==> src/rtl/mux4x1_rr_arbiter_if.sv <==
// Request/grant bundle between four requesters and the mux4x1 round-robin arbiter.
// master: requester side (drives req). slave: arbiter side (drives gnt/sel/busy).
interface mux4x1_rr_arbiter_if;
    logic [3:0] req;
    logic [3:0] gnt;
    logic [1:0] sel;
    logic       busy;

    modport master (output req, input gnt, input sel, input busy);
    modport slave  (input req, output gnt, output sel, output busy);
endinterface

==> src/rtl/mux4x1_rr_arbiter.sv <==
// Round-robin arbiter sharing one mux4x1 between four requesters.
// Grants are held while the owner keeps req high; sel drives mux s directly.
// Optional macro ARB_TIMEOUT_EN: forces rotation after MAX_HOLD cycles when others wait.
module mux4x1_rr_arbiter #(
    parameter int MAX_HOLD = 8,
    parameter int CNT_W    = 8
) (
    input  logic                    clk,
    input  logic                    rst,
    mux4x1_rr_arbiter_if.slave      bus
);

    typedef enum logic {IDLE, GRANT} state_t;

    state_t     state;
    logic [3:0] gnt_q;
    logic [1:0] sel_q;
    logic       busy_q;
    logic [1:0] last;

    // Reject configurations where the hold counter cannot reach MAX_HOLD-1.
    if (MAX_HOLD < 2 || MAX_HOLD > 255 || (MAX_HOLD >> CNT_W) != 0) begin : g_cfg_err
        $error("mux4x1_rr_arbiter: illegal MAX_HOLD/CNT_W combination");
    end

    // First requester after base, wrapping 3 -> 0; {found, index}.
    function automatic logic [2:0] rr_pick(input logic [3:0] r, input logic [1:0] base);
        logic [2:0] res;
        logic [1:0] idx;
        res = 3'b000;
        // Walk farthest-first so the nearest hit is the one left in res.
        for (int k = 4; k >= 1; k--) begin
            idx = base + 2'(k);
            if (r[idx]) res = {1'b1, idx};
        end
        return res;
    endfunction

    logic [1:0] base;
    logic [2:0] pick;
    logic       owner_hold;

    // Next-winner search: from last owner when idle, from current owner when granting.
    // The owner is masked out so a forced rotation never re-picks it.
    always_comb begin
        base       = (state == IDLE) ? last : sel_q;
        pick       = rr_pick(bus.req & ~gnt_q, base);
        owner_hold = |(bus.req & gnt_q);
    end

`ifdef ARB_TIMEOUT_EN
    logic [CNT_W-1:0] cnt;
    logic             hold_expired;

    // Hold window exhausted for the current owner.
    always_comb hold_expired = (cnt == CNT_W'(MAX_HOLD - 1));
`endif

    // Arbiter FSM with registered grant, select and busy.
    always_ff @(posedge clk or posedge rst) begin
        if (rst) begin
            state  <= IDLE;
            gnt_q  <= 4'b0000;
            sel_q  <= 2'b00;
            busy_q <= 1'b0;
            last   <= 2'd3;
`ifdef ARB_TIMEOUT_EN
            cnt    <= '0;
`endif
        end else begin
            case (state)
                IDLE: begin
                    if (pick[2]) begin
                        state  <= GRANT;
                        gnt_q  <= 4'b0001 << pick[1:0];
                        sel_q  <= pick[1:0];
                        busy_q <= 1'b1;
                    end
`ifdef ARB_TIMEOUT_EN
                    cnt <= '0;
`endif
                end
                GRANT: begin
                    if (!owner_hold) begin
                        // Owner released: hand over without a bubble, or go idle with sel parked.
                        last <= sel_q;
                        if (pick[2]) begin
                            gnt_q <= 4'b0001 << pick[1:0];
                            sel_q <= pick[1:0];
                        end else begin
                            state  <= IDLE;
                            gnt_q  <= 4'b0000;
                            busy_q <= 1'b0;
                        end
`ifdef ARB_TIMEOUT_EN
                        cnt <= '0;
                    end else if (hold_expired) begin
                        // Window used up: rotate if someone waits, else restart the window.
                        cnt <= '0;
                        if (pick[2]) begin
                            last  <= sel_q;
                            gnt_q <= 4'b0001 << pick[1:0];
                            sel_q <= pick[1:0];
                        end
                    end else begin
                        cnt <= cnt + CNT_W'(1);
`endif
                    end
                end
                default: state <= IDLE;
            endcase
        end
    end

    assign bus.gnt  = gnt_q;
    assign bus.sel  = sel_q;
    assign bus.busy = busy_q;

endmodule

==> src/flat_wrapper.sv <==
// flat-port wrapper written by rule: the top's interface ports become plain ports
module mux4x1_rr_arbiter_flat 
#(
    parameter int MAX_HOLD = 8,
    parameter int CNT_W    = 8
)
  (clk, rst, bus_req, bus_gnt, bus_sel, bus_busy);
  mux4x1_rr_arbiter_if bus_i ();
  input  logic clk;
  input  logic rst;
  input wire logic [$bits(bus_i.req)-1:0] bus_req;
  output wire logic [$bits(bus_i.gnt)-1:0] bus_gnt;
  output wire logic [$bits(bus_i.sel)-1:0] bus_sel;
  output wire logic [$bits(bus_i.busy)-1:0] bus_busy;
  assign bus_i.req = bus_req;
  assign bus_gnt = bus_i.gnt;
  assign bus_sel = bus_i.sel;
  assign bus_busy = bus_i.busy;
  mux4x1_rr_arbiter #(.MAX_HOLD(MAX_HOLD), .CNT_W(CNT_W)) u_core (.clk(clk), .rst(rst), .bus(bus_i));
endmodule
==> config.mk <==
export PLATFORM = sky130hd
export DESIGN_NAME = mux4x1_rr_arbiter_flat
export DESIGN_NICKNAME = d
export VERILOG_FILES = /design/src/rtl/mux4x1_rr_arbiter_if.sv /design/src/rtl/mux4x1_rr_arbiter.sv /design/src/flat_wrapper.sv
export SDC_FILE = /design/constraint.sdc
export NUM_CORES = 1
export LEC_CHECK = 0
export BUFFER_PORTS_ARGS = -buffer_cell sky130_fd_sc_hd__buf_2
export CAP_MARGIN = 20
export CORE_MARGIN = 10
export CORE_UTILIZATION = 25
export CTS_CLUSTER_SIZE = 40
export DETAILED_ROUTE_END_ITERATION = 7
export PLACE_DENSITY = 0.54
export SYNTH_ARGS = -nofsm -noshare
export SYNTH_HDL_FRONTEND = slang
export SYNTH_SLANG_ARGS = --single-unit
==> constraint.sdc <==
create_clock -name clk -period 2.4 [get_ports clk]
set_input_delay 0 -clock clk [delete_from_list [all_inputs] [get_ports clk]]
set_output_delay 0 -clock clk [all_outputs]
set_load 0.05 [all_outputs]
---- After elaboration in Yosys (flattened, before gate mapping) ----
Index checks and enable logic that the tools add are counted.
W data, S select, Z words.
storage, ports and cells
  latch bits .............................. 0
  RAM bits ................................ 0
  bits of input ports ..................... 6
  output and inout port bits .............. 7
  register bits after elaboration ......... 10
  logic and storage cells ................. 52
  ROM bits ................................ 0
  memories ................................ 0
operators by class
  $add $sub $neg .......................... 3
  multiply operators ...................... 0
  $lt $le $gt $ge ......................... 4
  bitwise operators ....................... 5
  eq/ne operators ......................... 3
  div/mod/pow operators ................... 0
  multiplexer cells ....................... 27
  reductions and logical operators ........ 4
  shifts and indexed selects .............. 1
operator list
  operator               number
  $lt A2 B3 Y1 const B   4
  $mux W3                4
  $mux W4                3
  $mux W1                9
  $and A4 B4 Y4          2
  $bmux W1 S2            4
  $pmux W4 S2            1
  $mux W2                3
  $add A2 B2 Y2 const B  2
  $ne A2 B2 Y1 const B   2
  $not A4 Y4             1
  $pmux W1 S2            2
  $pmux W2 S2            1
  $reduce_and A2 Y1      2
  $reduce_or A4 Y1       1
  $shl A1 B2 Y4 const A  1
  $reduce_and A3 Y1      1
  $add A2 B1 Y2 const B  1
  $ne A2 B1 Y1 const B   1
  $not A1 Y1             2

---- Longest topological paths before layout ----
  word-level depth ........................ 12
  mapped depth ............................ 6
  gate-level depth less buffers ........... 5

---- Worst setup path before layout ----
No wires, ideal clock.
  path kind ............................... reg2reg
  start ................................... reg u_core.gnt_q[1], in the netlist u_core.bus.gnt[1]
  end ..................................... reg u_core.gnt_q[1], in the netlist u_core.bus.gnt[1]
  required time ........................... 2278 ps
  cell stages (with the launch flop) ...... 6
  slack ................................... 492 ps
  arrival time ............................ 1786 ps
  path buffers ............................ 0
  path through ............................ dfrtp_1 > and2b_2 > o21ai_0 > a21oi_1 > or3_1 > a32o_1
on the way
  word-level cells in the longest chain between the ends .. 12
  elaborated cells on any way between the ends .. 24
ends and longest elaborated chain
  what                           line                                              text
  start: declaration             mux4x1_rr_arbiter.sv:16                           logic [3:0] gnt_q;
  start signal: assignment       mux4x1_rr_arbiter.sv:75                           gnt_q <= 4'b0001 << pick[1:0];
  start signal: assignment       mux4x1_rr_arbiter.sv:88                           gnt_q <= 4'b0001 << pick[1:0];
  $not A4 Y4                     mux4x1_rr_arbiter.sv:47                           pick = rr_pick(bus.req & ~gnt_q, base);
  $and A4 B4 Y4                  mux4x1_rr_arbiter.sv:47
  $bmux W1 S2                    mux4x1_rr_arbiter.sv:34                           if (r[idx]) res = {1'b1, idx};
  $mux W1 (not written as such)  mux4x1_rr_arbiter.sv:34
  $mux W3 (4 in series)          mux4x1_rr_arbiter.sv:34
  $shl A1 B2 Y4                  mux4x1_rr_arbiter.sv:75, mux4x1_rr_arbiter.sv:88
  $mux W4                        mux4x1_rr_arbiter.sv:87                           if (pick[2]) begin
  $mux W4                        mux4x1_rr_arbiter.sv:84                           if (!owner_hold) begin
  $pmux W4 S2                    mux4x1_rr_arbiter.sv:71                           case (state)
Parallel ways exist; a longest one is shown, timed or not. The select of a mux whose other input is x is not followed.
A chain may end at the register's enable or synchronous reset.

---- Worst setup path after layout ----
  start ................................... reg u_core.state
  end ..................................... reg u_core.gnt_q[1], in the netlist u_core.bus.gnt[1]
on the way
  word-level cells in the longest chain between the ends .. 11
  elaborated cells on any way between the ends .. 25
ends and longest elaborated chain
  what                                                             line                                              text
  start: declaration                                               mux4x1_rr_arbiter.sv:15                           state_t state;
  start signal: assignment                                         mux4x1_rr_arbiter.sv:62                           state <= IDLE;
  start signal: assignment                                         mux4x1_rr_arbiter.sv:74                           state <= GRANT;
  start signal: assignment                                         mux4x1_rr_arbiter.sv:91                           state <= IDLE;
  $mux W2                                                          mux4x1_rr_arbiter.sv:46                           base = (state == IDLE) ? last : sel_q;
  $add A2 B2 Y2 / $bmux W1 S2 (equally long branches)              mux4x1_rr_arbiter.sv:33, mux4x1_rr_arbiter.sv:34
  $bmux W1 S2 / $mux W1 (equally long branches)                    mux4x1_rr_arbiter.sv:34
  $mux W1 (not written as such) / $mux W3 (equally long branches)  mux4x1_rr_arbiter.sv:34
  $mux W3 (3 in series)                                            mux4x1_rr_arbiter.sv:34
  $shl A1 B2 Y4                                                    mux4x1_rr_arbiter.sv:75, mux4x1_rr_arbiter.sv:88
  $mux W4                                                          mux4x1_rr_arbiter.sv:87
  $mux W4                                                          mux4x1_rr_arbiter.sv:84
  $pmux W4 S2                                                      mux4x1_rr_arbiter.sv:71
Parallel ways exist; a longest one is shown, timed or not. The select of a mux whose other input is x is not followed.

==> reports/metrics.yaml <==
cts:
  cts.htree.levels: 1
  clockBufferDepth: 2
  clk_latency_ns: 0.27
  numCtsBuffers: 3
  path_clk_slew_ns: 0.06
  cts_sinks: 10
  cts_tree: "done"
  clockRootBuffer: "clkbuf_4"
  ctsResizeCount: 0
  cts_setup_buffers: 0
cells_and_area:
  area_growth_pct: 21.4
  layout.cells.most_common_list: "12 x buf_2, 8 x dfrtp_1, 6 x nand2_1"
  nFillCells: 244
  instances_no_fill: 105
  design_area_um2: 723
  diodes: 0
  nets: 84
  drive_gt1_share_pct: 29.9
  final_common_cell: "buf_2"
detailed_routing:
  dr.first_iter.drc_count: 21
  drtPass1Iterations: 4
  drc: 0
  routedWlPerCell_um: 12.9
  via_per_inst: 4.90
  drt-total-wl_um: 1350
  postRouteAntennaNets: 0
  vias: 514
setup_path:
  critPathMaxFanout: 10
  rr_worst_depth: 5
  crit_required_ns: 2.56
  critPathArrivalTime_ns: 1.91
  criticalPathCategory: "flip-flop to flip-flop"
  critPathLaunchType: "flip-flop"
  endpoint_kind: "flip-flop"
timing:
  final_max_slew_viol_count: 0
  min_period_over_period_pct: 73.2
  worstMarginPinSlew_ns: 0.380
  setup_violations: 0
  final.setup.tns_ns: 0
  fin_hold_ws_ns: 0.165
  finalClockSkew_ns: 0.00213
  rsz0062_at_grt: "false"
  period_minus_slack_ns: 1.76
  max_freq_mhz: 569
  hold_viol: 0
  slew_headroom_pct: 74.6
synthesis:
  netlist_top_cells_area: "dfrtp_1 34%, dfstp_2 8.8%, a32o_1 6.7%"
  avgSynthCellArea_um2: 9.93
  ys_seq_elements: 10
  yosysUniqueCellTypes: 26
  yosysWarnings: 0
  async_flop_share_pct: 100
  synth_edf_count: 0
  netlist_area_um2: 596
  yosysTopAreaCell: "dfrtp_1"
  synth_ff_type: "dfrtp_1"
  postSynthCellCount: 60
  synth_top_area_share_pct: 33.6
  synth_fp_nets: 66
  yosysSeqAreaShare_pct: 42.4
outcome:
  status: "finished clean"
hold_path:
  whs_path_depth: 5
  hold_class: "input port to flip-flop"
power_and_ir_drop:
  ir_worst_vdd_v: 0.000592
  p_per_area_nw_per_um2: 1530
  totalPowerFinal_mw: 1.11
  p_leak_nw: 0.339
floorplan:
  core-area_um2: 2230
  fp-row-count: 17
  fp.dieW_um: 68.8
  die_h_um: 68.8
  initial_core_util_pct: 26.7
  die_area_um2: 4730
  num_io_pins: 13
placed_design:
  dpl_cell_area_um2: 687
  port_buffers: 12
  dp.cells: 100
  gp_congestion: 0.738
  dp.final_hpwl_um: 1120
global_routing:
  grt_pass1_vias: 540
  track_usage_pct: 6.72
  grt-ovfl-total: 0
  grt_start_max_net_pins: 11
  grt_pass1_wl_um: 2460
  antenna_found_initial: 0
flow_run:
  maxCapViolations: 0
==> where the power goes <==
part           leakage [nW]  internal, mW  switching [mW]
logic                 0.206         0.241           0.413
clock network        0.0150        0.0643          0.0563
registers             0.117         0.257          0.0749
==> routing by layer <==
layer | global-route usage [%] | share of wire (%) | vias to the layer above
met4 | 4.43 | 2.4 | 0
met2 | 10.7 | 46 | 15
met1 | 7.76 | 47 | 234
met5 | 0 | 0 | -
li1 | - | - | 262
met3 | 1.77 | 5.1 | 3
==> critical path: stages (launching register included) <==
cell	delay, ns
dfrtp_1	0.53
mux2_4	0.34
nand2_1	0.07
a21oi_1	0.08
or3_1	0.37
a32o_1	0.25
==> final cells by class <==
type / count / area, um^2 / area share [%]
clock buffers: 4 / 26.3 / 3.63
inverters: 2 / 7.51 / 1.04
repair buffers: 14 / 77.6 / 10.7
flip-flops and latches: 10 / 253 / 34.9
well taps: 28 / 35.0 / 4.84
multi-input cells: 47 / 324 / 44.8
==> cell families after synthesis <==
family	count (synthesis)	share of synthesized area, %
AO/OA/AOI/OAI	18	21.2
flip-flops	10	42.4
buffers and inverters	3	3.15
multiplexers	5	9.66
AND/OR/NAND/NOR	24	23.5
==> path summary, 6_finish.rpt <==
check                                            from                            end  slack (ns)
max                            u_core.state$_DFF_PP0_  u_core.bus.gnt[1]$_DFFE_PP0P_        0.64
min                                        bus_req[1]         u_core.state$_DFF_PP0_        0.17
max reg2reg                    u_core.state$_DFF_PP0_  u_core.bus.gnt[1]$_DFFE_PP0P_        0.64
min reg2reg                u_core.last[0]$_DFFE_PP1P_     u_core.last[0]$_DFFE_PP1P_        0.50
max in group asynchronous                         rst     u_core.last[1]$_DFFE_PP1P_        1.84
min in group asynchronous                         rst  u_core.bus.sel[0]$_DFFE_PP0P_        0.25
==> metrics by stage <==
| stage | utilization (%) | setup WS, ns |
|---|---|---|
| after floorplan | - | 0.492 |
| after global placement | 30.8 | 0.666 |
| after detailed placement | 30.8 | 0.648 |
| after CTS | 32.4 | 0.636 |
| after global routing | 32.4 | 0.446 |
| final | 32.4 | 0.642 |
==> timing repair <==
item | in CTS | in global routing
endpoints found under the setup margin | 0 | 0
hold endpoints to repair | 8 | 0
hold buffers | 1 | 0
==> cell usage after synthesis (all sizes together), types with 2 or more instances <==
cell / number
inv: 2
nor2b: 3
dfstp: 2
a21oi: 5
a22oi: 3
and2b: 2
nor2: 5
nand2: 6
dfrtp: 8
mux2: 3
mux2i: 2
nand2b: 2
a32o: 4
o21ai: 3
==> sequential cells by signal (all words and copies together), names as in the netlist <==
signal           flops
u_core.bus.gnt       4
u_core.last          2
u_core.bus.sel       2
u_core.bus.busy      1
u_core.state         1
Power figures use the tool's default switching activity.
